===== src/rtl/alu_seq_pkg.sv =====
// Shared definitions for the sequential ALU responder: opcode values and
// the FSM state encoding used by alu_seq_unit.
package alu_seq_pkg;

    localparam logic [3:0] ALU_ADD  = 4'd0;
    localparam logic [3:0] ALU_SUB  = 4'd1;
    localparam logic [3:0] ALU_MUL  = 4'd2;
    localparam logic [3:0] ALU_DIV  = 4'd3;
    localparam logic [3:0] ALU_SHL  = 4'd4;
    localparam logic [3:0] ALU_SHR  = 4'd5;
    localparam logic [3:0] ALU_ROL  = 4'd6;
    localparam logic [3:0] ALU_ROR  = 4'd7;
    localparam logic [3:0] ALU_AND  = 4'd8;
    localparam logic [3:0] ALU_OR   = 4'd9;
    localparam logic [3:0] ALU_XOR  = 4'd10;
    localparam logic [3:0] ALU_NOR  = 4'd11;
    localparam logic [3:0] ALU_NAND = 4'd12;
    localparam logic [3:0] ALU_XNOR = 4'd13;
    localparam logic [3:0] ALU_GT   = 4'd14;
    localparam logic [3:0] ALU_EQ   = 4'd15;

    typedef enum logic [1:0] {
        IDLE = 2'd0,
        MUL  = 2'd1,
        DIV  = 2'd2,
        RESP = 2'd3
    } state_t;

endpackage


===== src/rtl/alu_seq_muldiv.sv =====
// Iterative multiply/divide engine, one bit per cycle for WIDTH cycles.
// op_i = 0: shift-add multiply (multiplier LSB first), hi:lo = a*b.
// op_i = 1: restoring divide (quotient MSB first), lo = a/b, hi = a%b.
// The divider datapath exists only when ALU_SEQ_DIV_EN is defined.
module alu_seq_muldiv #(
    parameter int WIDTH = 8
) (
    input  logic             clk,
    input  logic             rst,
    input  logic             start_i,
    input  logic             op_i,
    input  logic [WIDTH-1:0] a_i,
    input  logic [WIDTH-1:0] b_i,
    output logic             done_o,
    output logic [WIDTH-1:0] lo_o,
    output logic [WIDTH-1:0] hi_o
);

    localparam int CW = $clog2(WIDTH + 1);

    logic [CW-1:0]    cnt_q, cnt_d;
    logic             op_q, op_d;
    logic [WIDTH-1:0] opnd_q, opnd_d;
    logic [WIDTH-1:0] lo_q, lo_d;
    logic [WIDTH-1:0] hi_q, hi_d;
    logic [WIDTH:0]   mul_sum;
`ifdef ALU_SEQ_DIV_EN
    logic [WIDTH:0]   div_shift;
    logic [WIDTH:0]   div_diff;
    logic             div_fit;
`endif

    // Load operands on start, then perform one multiply/divide step per cycle.
    always_comb begin
        // NOTE: every variable gets a default first so no path leaves it unassigned (no latch).
        cnt_d   = cnt_q;
        op_d    = op_q;
        opnd_d  = opnd_q;
        lo_d    = lo_q;
        hi_d    = hi_q;
        mul_sum = {1'b0, hi_q} + (lo_q[0] ? {1'b0, opnd_q} : '0);
`ifdef ALU_SEQ_DIV_EN
        div_shift = {hi_q, lo_q[WIDTH-1]};
        div_fit   = (div_shift >= {1'b0, opnd_q});
        div_diff  = div_shift - {1'b0, opnd_q};
`endif
        if (start_i) begin
            cnt_d  = CW'(WIDTH);
            op_d   = op_i;
            opnd_d = b_i;
            lo_d   = a_i;
            hi_d   = '0;
        end else if (cnt_q != '0) begin
            cnt_d = cnt_q - CW'(1);
            if (!op_q) begin
                {hi_d, lo_d} = {mul_sum, lo_q[WIDTH-1:1]};
            end
`ifdef ALU_SEQ_DIV_EN
            else begin
                hi_d = div_fit ? div_diff[WIDTH-1:0] : div_shift[WIDTH-1:0];
                lo_d = {lo_q[WIDTH-2:0], div_fit};
            end
`endif
        end
    end

    // Engine state registers.
    always_ff @(posedge clk or posedge rst) begin
        // NOTE: sequential state uses non-blocking assignments so all registers update together.
        if (rst) begin
            cnt_q  <= '0;
            op_q   <= 1'b0;
            opnd_q <= '0;
            lo_q   <= '0;
            hi_q   <= '0;
        end else begin
            cnt_q  <= cnt_d;
            op_q   <= op_d;
            opnd_q <= opnd_d;
            lo_q   <= lo_d;
            hi_q   <= hi_d;
        end
    end

    assign done_o = (cnt_q == CW'(1));
    assign lo_o   = lo_q;
    assign hi_o   = hi_q;

endmodule


===== src/rtl/alu_seq_unit.sv =====
// Handshaked sequential ALU responder. Single-cycle ops are computed at
// accept and registered; mul/div run in alu_seq_muldiv and are returned
// from the engine registers. Define ALU_SEQ_DIV_EN to build the divider;
// otherwise opcode 3 answers immediately with err=1.
module alu_seq_unit
    import alu_seq_pkg::*;
#(
    parameter int WIDTH = 8
) (
    input  logic             clk,
    input  logic             rst,
    input  logic             req_valid,
    output logic             req_ready,
    input  logic [WIDTH-1:0] req_a,
    input  logic [WIDTH-1:0] req_b,
    input  logic [3:0]       req_sel,
    output logic             rsp_valid,
    input  logic             rsp_ready,
    output logic [WIDTH-1:0] rsp_out,
    output logic [WIDTH-1:0] rsp_hi,
    output logic             rsp_carry,
    output logic             rsp_err
);

    state_t           state_q, state_d;
    logic [WIDTH-1:0] out_q, hi_q;
    logic             carry_q, err_q, eng_sel_q;

    logic [WIDTH-1:0] res_out, res_hi;
    logic             res_carry, res_err;
    logic             eng_go, eng_op, eng_done;
    logic [WIDTH-1:0] eng_lo, eng_hi;
    logic             accept;

    assign req_ready = (state_q == IDLE);
    assign accept    = req_valid & req_ready;

    // Decode the request: single-cycle result, or hand-off to the engine.
    always_comb begin
        res_out   = '0;
        res_hi    = '0;
        res_carry = 1'b0;
        res_err   = 1'b0;
        eng_go    = 1'b0;
        eng_op    = 1'b0;
        case (req_sel)
            ALU_ADD:  {res_carry, res_out} = {1'b0, req_a} + {1'b0, req_b};
            ALU_SUB: begin
                res_out   = req_a - req_b;
                res_carry = (req_a < req_b);
            end
            ALU_MUL:  eng_go = 1'b1;
            ALU_DIV: begin
`ifdef ALU_SEQ_DIV_EN
                if (req_b == '0) begin
                    res_out = '1;
                    res_hi  = req_a;
                    res_err = 1'b1;
                end else begin
                    eng_go = 1'b1;
                    eng_op = 1'b1;
                end
`else
                res_err = 1'b1;
`endif
            end
            ALU_SHL:  res_out = {req_a[WIDTH-2:0], 1'b0};
            ALU_SHR:  res_out = {1'b0, req_a[WIDTH-1:1]};
            ALU_ROL:  res_out = {req_a[WIDTH-2:0], req_a[WIDTH-1]};
            ALU_ROR:  res_out = {req_a[0], req_a[WIDTH-1:1]};
            ALU_AND:  res_out = req_a & req_b;
            ALU_OR:   res_out = req_a | req_b;
            ALU_XOR:  res_out = req_a ^ req_b;
            ALU_NOR:  res_out = ~(req_a | req_b);
            ALU_NAND: res_out = ~(req_a & req_b);
            ALU_XNOR: res_out = ~(req_a ^ req_b);
            ALU_GT:   res_out = WIDTH'(req_a > req_b);
            ALU_EQ:   res_out = WIDTH'(req_a == req_b);
            default:  ;
        endcase
    end

    // Next-state logic for the request/compute/response sequence.
    always_comb begin
        state_d = state_q;
        case (state_q)
            IDLE:     if (accept) state_d = eng_go ? (eng_op ? DIV : MUL) : RESP;
            MUL, DIV: if (eng_done) state_d = RESP;
            RESP:     if (rsp_ready) state_d = IDLE;
            default:  state_d = IDLE;
        endcase
    end

    // State register plus response registers captured at accept.
    always_ff @(posedge clk or posedge rst) begin
        if (rst) begin
            state_q   <= IDLE;
            out_q     <= '0;
            hi_q      <= '0;
            carry_q   <= 1'b0;
            err_q     <= 1'b0;
            eng_sel_q <= 1'b0;
        end else begin
            state_q <= state_d;
            if (accept) begin
                out_q     <= res_out;
                hi_q      <= res_hi;
                carry_q   <= res_carry;
                err_q     <= res_err;
                eng_sel_q <= eng_go;
            end
        end
    end

    alu_seq_muldiv #(.WIDTH(WIDTH)) u_muldiv (
        .clk     (clk),
        .rst     (rst),
        .start_i (accept & eng_go),
        .op_i    (eng_op),
        .a_i     (req_a),
        .b_i     (req_b),
        .done_o  (eng_done),
        .lo_o    (eng_lo),
        .hi_o    (eng_hi)
    );

    // Engine results are held in its registers once the count expires.
    assign rsp_valid = (state_q == RESP);
    assign rsp_out   = eng_sel_q ? eng_lo : out_q;
    assign rsp_hi    = eng_sel_q ? eng_hi : hi_q;
    assign rsp_carry = carry_q;
    assign rsp_err   = err_q;

endmodule


===== config.mk =====
export PLATFORM = sky130hd
export DESIGN_NAME = alu_seq_unit
export DESIGN_NICKNAME = d
export VERILOG_FILES = /design/src/rtl/alu_seq_pkg.sv /design/src/rtl/alu_seq_muldiv.sv /design/src/rtl/alu_seq_unit.sv
export SDC_FILE = /design/constraint.sdc
export NUM_CORES = 1
export LEC_CHECK = 0
export CELL_PAD_IN_SITES_DETAIL_PLACEMENT = 1
export CELL_PAD_IN_SITES_GLOBAL_PLACEMENT = 1
export CORE_ASPECT_RATIO = 1.2
export CORE_UTILIZATION = 43
export DETAILED_ROUTE_END_ITERATION = 12
export GPL_TIMING_DRIVEN = 1
export MAX_ROUTING_LAYER = met4
export PLACE_DENSITY_LB_ADDON = 0.1
export SLEW_MARGIN = 40
export SYNTH_ARGS = -nofsm -noshare
export SYNTH_HDL_FRONTEND = slang
export SYNTH_SLANG_ARGS = --single-unit
export TNS_END_PERCENT = 10

===== constraint.sdc =====
create_clock -name clk -period 2.8 [get_ports clk]
set_clock_uncertainty 0.2 [all_clocks]
set_input_delay 0.84 -clock clk [delete_from_list [all_inputs] [get_ports clk]]
set_output_delay 0.84 -clock clk [all_outputs]
set_load 0.005 [all_outputs]

# Word-level counts from Yosys, hierarchy flattened
# Index checks and enable logic that the tools add are counted.
# word_totals
mem_count,0
latch_bits,0
ff_bits,41
out_inout_bits,20
ramBits,0
romBits,0
in_bits,24
elab_cells,70
# op_classes
magnitude_cmp,2
mux,18
div_mod_pow,0
n_reduce_logical,6
bitwise,8
add_sub_neg,4
multipliers,0
shift,0
eq_ne,23
# ops
op,count
case mux 8 bit (14 select lines),1
2-to-1 mux 8 bit,7
equality test 4 bit (second input constant),8
inverter 8 bit,3
equality test 4 x 3 -> 1 bit (second input constant),4
adder 8 x 8 -> 9 bit,1
adder 8 x 9 -> 9 bit,1
bitwise AND 8 bit,1
equality test 4 x 1 -> 1 bit (second input constant),2
equality test 4 x 2 -> 1 bit (second input constant),2
equality test 8 bit,1
> comparator 8 bit,1
less-than comparator 8 bit,1
2-to-1 mux 2 bit,4
2-to-1 mux 4 bit,2
OR 8 bit,1
subtractor 8 bit,1
XOR 8 bit,1
case mux 2 bit (3 select lines),1
equality test 2 bit (second input constant),2
logical NOT 4 bit,1
!= test 2 x 1 -> 1 bit (second input constant),2
nonzero test 4 bit,1
subtractor 4 x 1 -> 4 bit (second input constant),1
other kinds (9),11

# Logic depth before layout (Yosys ltp)
# logic_depth
ltp_word,5
mapped_depth,10
depth_no_buf,10

# Modules after synthesis
# From an unflattened synthesis, not the netlist that was laid out.
# unflattened
cells_unflattened,452
area_unflattened_um2,4023.9
# by_module_without_submodules
mod,instances,cells_per_inst,seq_area_each_um2,area_per_inst_um2
alu_seq_unit,1,295,325.3,2342.2
alu_seq_muldiv,1,157,725.7,1681.6

# Worst setup path after synthesis
# OpenSTA, ideal clock, no wires.
# synth_path
path_kind,input port to flip-flop
from,in req_a[0]
to,reg carry_q (netlist: rsp_carry)
setup_slack_ns,0.022
stages,10
arrival_ns,2.502
n_path_buf,0
path_cell_list,inv_1 > ha_1 > inv_1 > fa_1 > nand2b_1 > o2bb2ai_2 > inv_1 > a221o_1 > o221a_2 > o21ai_1
# synth_via
elab_chain_cells,2
# synth_rtl
element,line_no,text
from (decl),alu_seq_unit.sv:14,"input logic [WIDTH-1:0] req_a,"
adder 8 x 8 -> 9 bit / less-than comparator 8 bit (equally long branches),"alu_seq_unit.sv:47, alu_seq_unit.sv:50",
case mux 1 bit (2 select lines) *,alu_seq_unit.sv:46,case (req_sel)
to (signal assigned),alu_seq_unit.sv:108,carry_q <= res_carry;
to (decl),alu_seq_unit.sv:27,"logic carry_q, err_q, eng_sel_q;"
# Mark *: on every way between the ends. The rest lies on a longest branch, timed or not.
# A chain may end at the register's enable or synchronous reset.

# Final worst setup path
# layout_path
from,in req_a[1]
to,reg out_q[7]
# layout_via
elab_chain_cells,2
# layout_rtl
element,line_no,text
subtractor 8 bit / adder 8 x 8 -> 9 bit (equally long branches),"alu_seq_unit.sv:49, alu_seq_unit.sv:47",
case mux 8 bit (14 select lines) *,alu_seq_unit.sv:46,
to (signal assigned),alu_seq_unit.sv:106,out_q <= res_out;
to (decl),alu_seq_unit.sv:26,"logic [WIDTH-1:0] out_q, hi_q;"
# Marked as above.

==> run metrics <==
Post-Layout Cell Count=721; R2R depth=10; Async SR Flop Fraction=100.0%; worst setup path category=in -> reg; clk_lat worst skew=0.31 ns; min cycle time layout=2.736 ns; logic gate share of total power=50.2%; io pins=44; Tcrit/Tclk final=97.72%; TritonCTS buffer count=5; global-route wire length before repair=23200 µm; commonest non-fill, non-tap cells in the layout=buf_4, dfrtp_1, nor2_1, clkdlybuf4s50_1, nand2_1; Buf+Inv Stages, Crit Path=2; largest cells by area after synthesis=dfrtp_1, ha_1, a21oi_1; Sink Count=41; Initial Util=44.80%; Synth cell types=68; Max-cap violations=0; initial antenna violation count=0; I/O Buffers=43; Worst setup EP type=register; Mapped Area=3899 µm²; chip height=106.3 µm; Slowest-stage cell, CP=a221oi_4; Final Core Density=64.12%; nets@finish=669; Post-DRT Antenna Nets=0; DIE AREA=9454 µm²; Placed Cells=711; Total Power=3.191 mW; crit-path leading delay family=compound AO/OA/AOI/OAI gates; Worst setup SP type=primary input; Initial DRC Count=209; critical path required time=2.79 ns; GRT Overall Usage=33.92%; largest net degree at the start of global routing=27; number of enable flip-flop cells after synthesis=0; mean number of vias per cell=5.804; setup violators final=0; arrival time worst endpoint=2.73 ns; top_reg_cell synth=dfrtp_1; share of cells above drive strength 1=30.13%; final slew viol count=0; Slew @ Worst Pin=0.7581 ns; Remaining DRCs=0; Syn Area/Cell=8.421 µm²; Cell Rows=37; Int Power=1.964 mW; Max-slew headroom=49.46%; #FFs+latches synth=41; Net Sw Power=1.227 mW; Flop pwr share=31.3%; gpl congestion=0.9809; pwr dens=571.8 nW/µm²; commonest non-fill, non-tap cell in the layout=buf_4; detailed placement HPWL=11780 µm; Ys Warns=0; clock network fraction of total power=18.5%; FILL cells=1040; post-DR wirelength/cell=21.20 µm; Sw Share=38.44%; P_leak=2.622 nW; vias in the first global route=4513; Cell Chain, Critical Path=dlygate4sd2_1 -> buf_6 -> ha_1 -> o21bai_4 -> a221oi_4 -> o21bai_2 -> a221oi_2 -> xnor2_1 -> a211o_1; Tightest Hold Check Type=reg -> reg; H-tree depth=2; area share of the largest cell type after synthesis=26.32%; Die Span X=88.93 µm; CP peak stage delay=0.31 ns; CTS root buf=clkbuf_8; Worst Hold Depth=1; area leader, netlist=dfrtp_1; CTS tree=done; status=complete, no violations; synthesized instance count=463; Routed WL=15290 µm; critical path depth=9; CTS clk-pin slew, worst paths=0.09 ns; DR pass1 iterations=5; Hold Fails Final Rpt=0; GRT Residual Overflow=0; peak supply drop=238.1 µV; sequential share of the synthesized area=26.32%; Clock Path Buffers=2; core area=8703 µm²; crit-path max FO=6; # diodes=0; syn_nets=529; P&R area growth vs syn=43.13%; FMAX=0.3655 GHz; Via Count=4185
## logic make-up after synthesis
family / count (synthesis) / share of synthesized area [%]
mux: 25 / 6.932
fa+ha+maj: 42 / 14.06
buf+inv: 67 / 7.317
flops: 41 / 26.32
xor+xnor: 19 / 4.268
compound gates: 131 / 22.91
simple gates: 138 / 18.20
## cells in the mapped netlist (3+ instances only)
cell type	instances
a31oi_1	10
nand4_1	5
nand3_1	7
nand2_1	30
nor2b_1	7
o211ai_1	3
xor2_1	3
mux2_2	8
ha_1	39
o21a_1	5
and2_1	18
a22oi_1	4
nor2_1	33
a21oi_1	29
a221o_1	3
a32oi_1	3
inv_1	38
nor4_1	3
o21ai_0	11
buf_2	15
a211oi_1	7
nor4b_1	3
dfrtp_1	41
xnor2_1	16
mux2i_1	9
fa_1	3
mux2_1	8
clkbuf_1	7
nand2b_1	4
a22o_1	4
o21ai_1	19
nor3_1	14
o31ai_1	4
o22ai_1	4
## sequential cells by signal, summed over array words and instances, names as in the netlist
name             cells
u_muldiv.hi_o        8
out_q                8
u_muldiv.cnt_q       4
rsp_carry            1
u_muldiv.lo_o        8
u_muldiv.opnd_q      8
eng_sel_q            1
rsp_err              1
state_q              2
## per-stage QoR
stage | TNS, ns | setup slack (ns) | instance area, µm² | hold WS [ns]
after CTS | -0.07241 | -0.05749 | 5459 | 0.2885
final | 0 | 0.06371 | 5580 | 0.2839
after global placement | -4.090 | -0.5567 | 5229 | 0.2624
after detailed placement | -5.731 | -0.6297 | 5229 | 0.2715
after floorplan | 0 | 0.02172 | 3899 | 0.2489
after global routing | -0.1595 | -0.06037 | 5580 | 0.3059
## timing repair
action | CTS | global route
buffers inserted | 0 | 2
setup endpoints to repair | 23 | 7
resized for setup | 26 | 33
hold buffers | 0 | 0
pin swaps | 8 | 14
## layer usage
metal	global-route usage [%]	part of all wire, %
met5	-	0
met4	15.32	4.7
met3	3.804	3.5
met2	60.66	53
met1	36.97	39
## area by class of cell
type / count / area, µm² / share of cell area [%]
timing repair buffer: 160 / 1346 / 24.13
multi-input combinational: 355 / 2776 / 49.75
sequential: 41 / 1027 / 18.41
clock inverter: 3 / 65.06 / 1.166
tap: 117 / 146.4 / 2.623
inverter: 40 / 150.1 / 2.691
clock buffer: 5 / 68.82 / 1.233
## power groups by stage
| stage | combinational, mW | sequential [mW] | clock [mW] |
|---|---|---|---|
| 5_1_grt | 1.74 | 1.02 | 0.613 |
| 3_3_place_gp | 1.43 | 0.978 | 0 |
| 3_5_place_dp | 1.52 | 1.00 | 0 |
| 6_report | 1.60 | 0.998 | 0.590 |
| 2_1_floorplan | 0.907 | 0.930 | 0 |
| 4_1_cts | 1.57 | 0.995 | 0.592 |
## worst reg2reg max path, cell delays in order (launching register included)
cell and delay (ns):
dfrtp_1 0.37, and2_1 0.13, ha_1 0.18, inv_1 0.06
fa_1 0.38, nor2b_1 0.23, o31a_1 0.21, o21a_1 0.18
o21ai_1 0.08, nor4b_1 0.15, nor4_1 0.32
## path summary, 6_finish.rpt
kind	startpoint	endpoint	slack, ns
worst min-delay path	u_muldiv.opnd_q[7]$_DFFE_PP0P_	u_muldiv.opnd_q[7]$_DFFE_PP0P_	0.28
worst max register to register	u_muldiv.opnd_q[0]$_DFFE_PP0P_	u_muldiv.hi_o[7]$_DFFE_PP0P_	0.20
min in group asynchronous	rst	u_muldiv.hi_o[2]$_DFFE_PP0P_	0.65
worst min register to register	u_muldiv.opnd_q[7]$_DFFE_PP0P_	u_muldiv.opnd_q[7]$_DFFE_PP0P_	0.28
worst max-delay path	req_a[1]	out_q[7]$_DFFE_PP0P_	0.06
max in group asynchronous	rst	out_q[7]$_DFFE_PP0P_	1.24
Power figures use the tool's default switching activity.
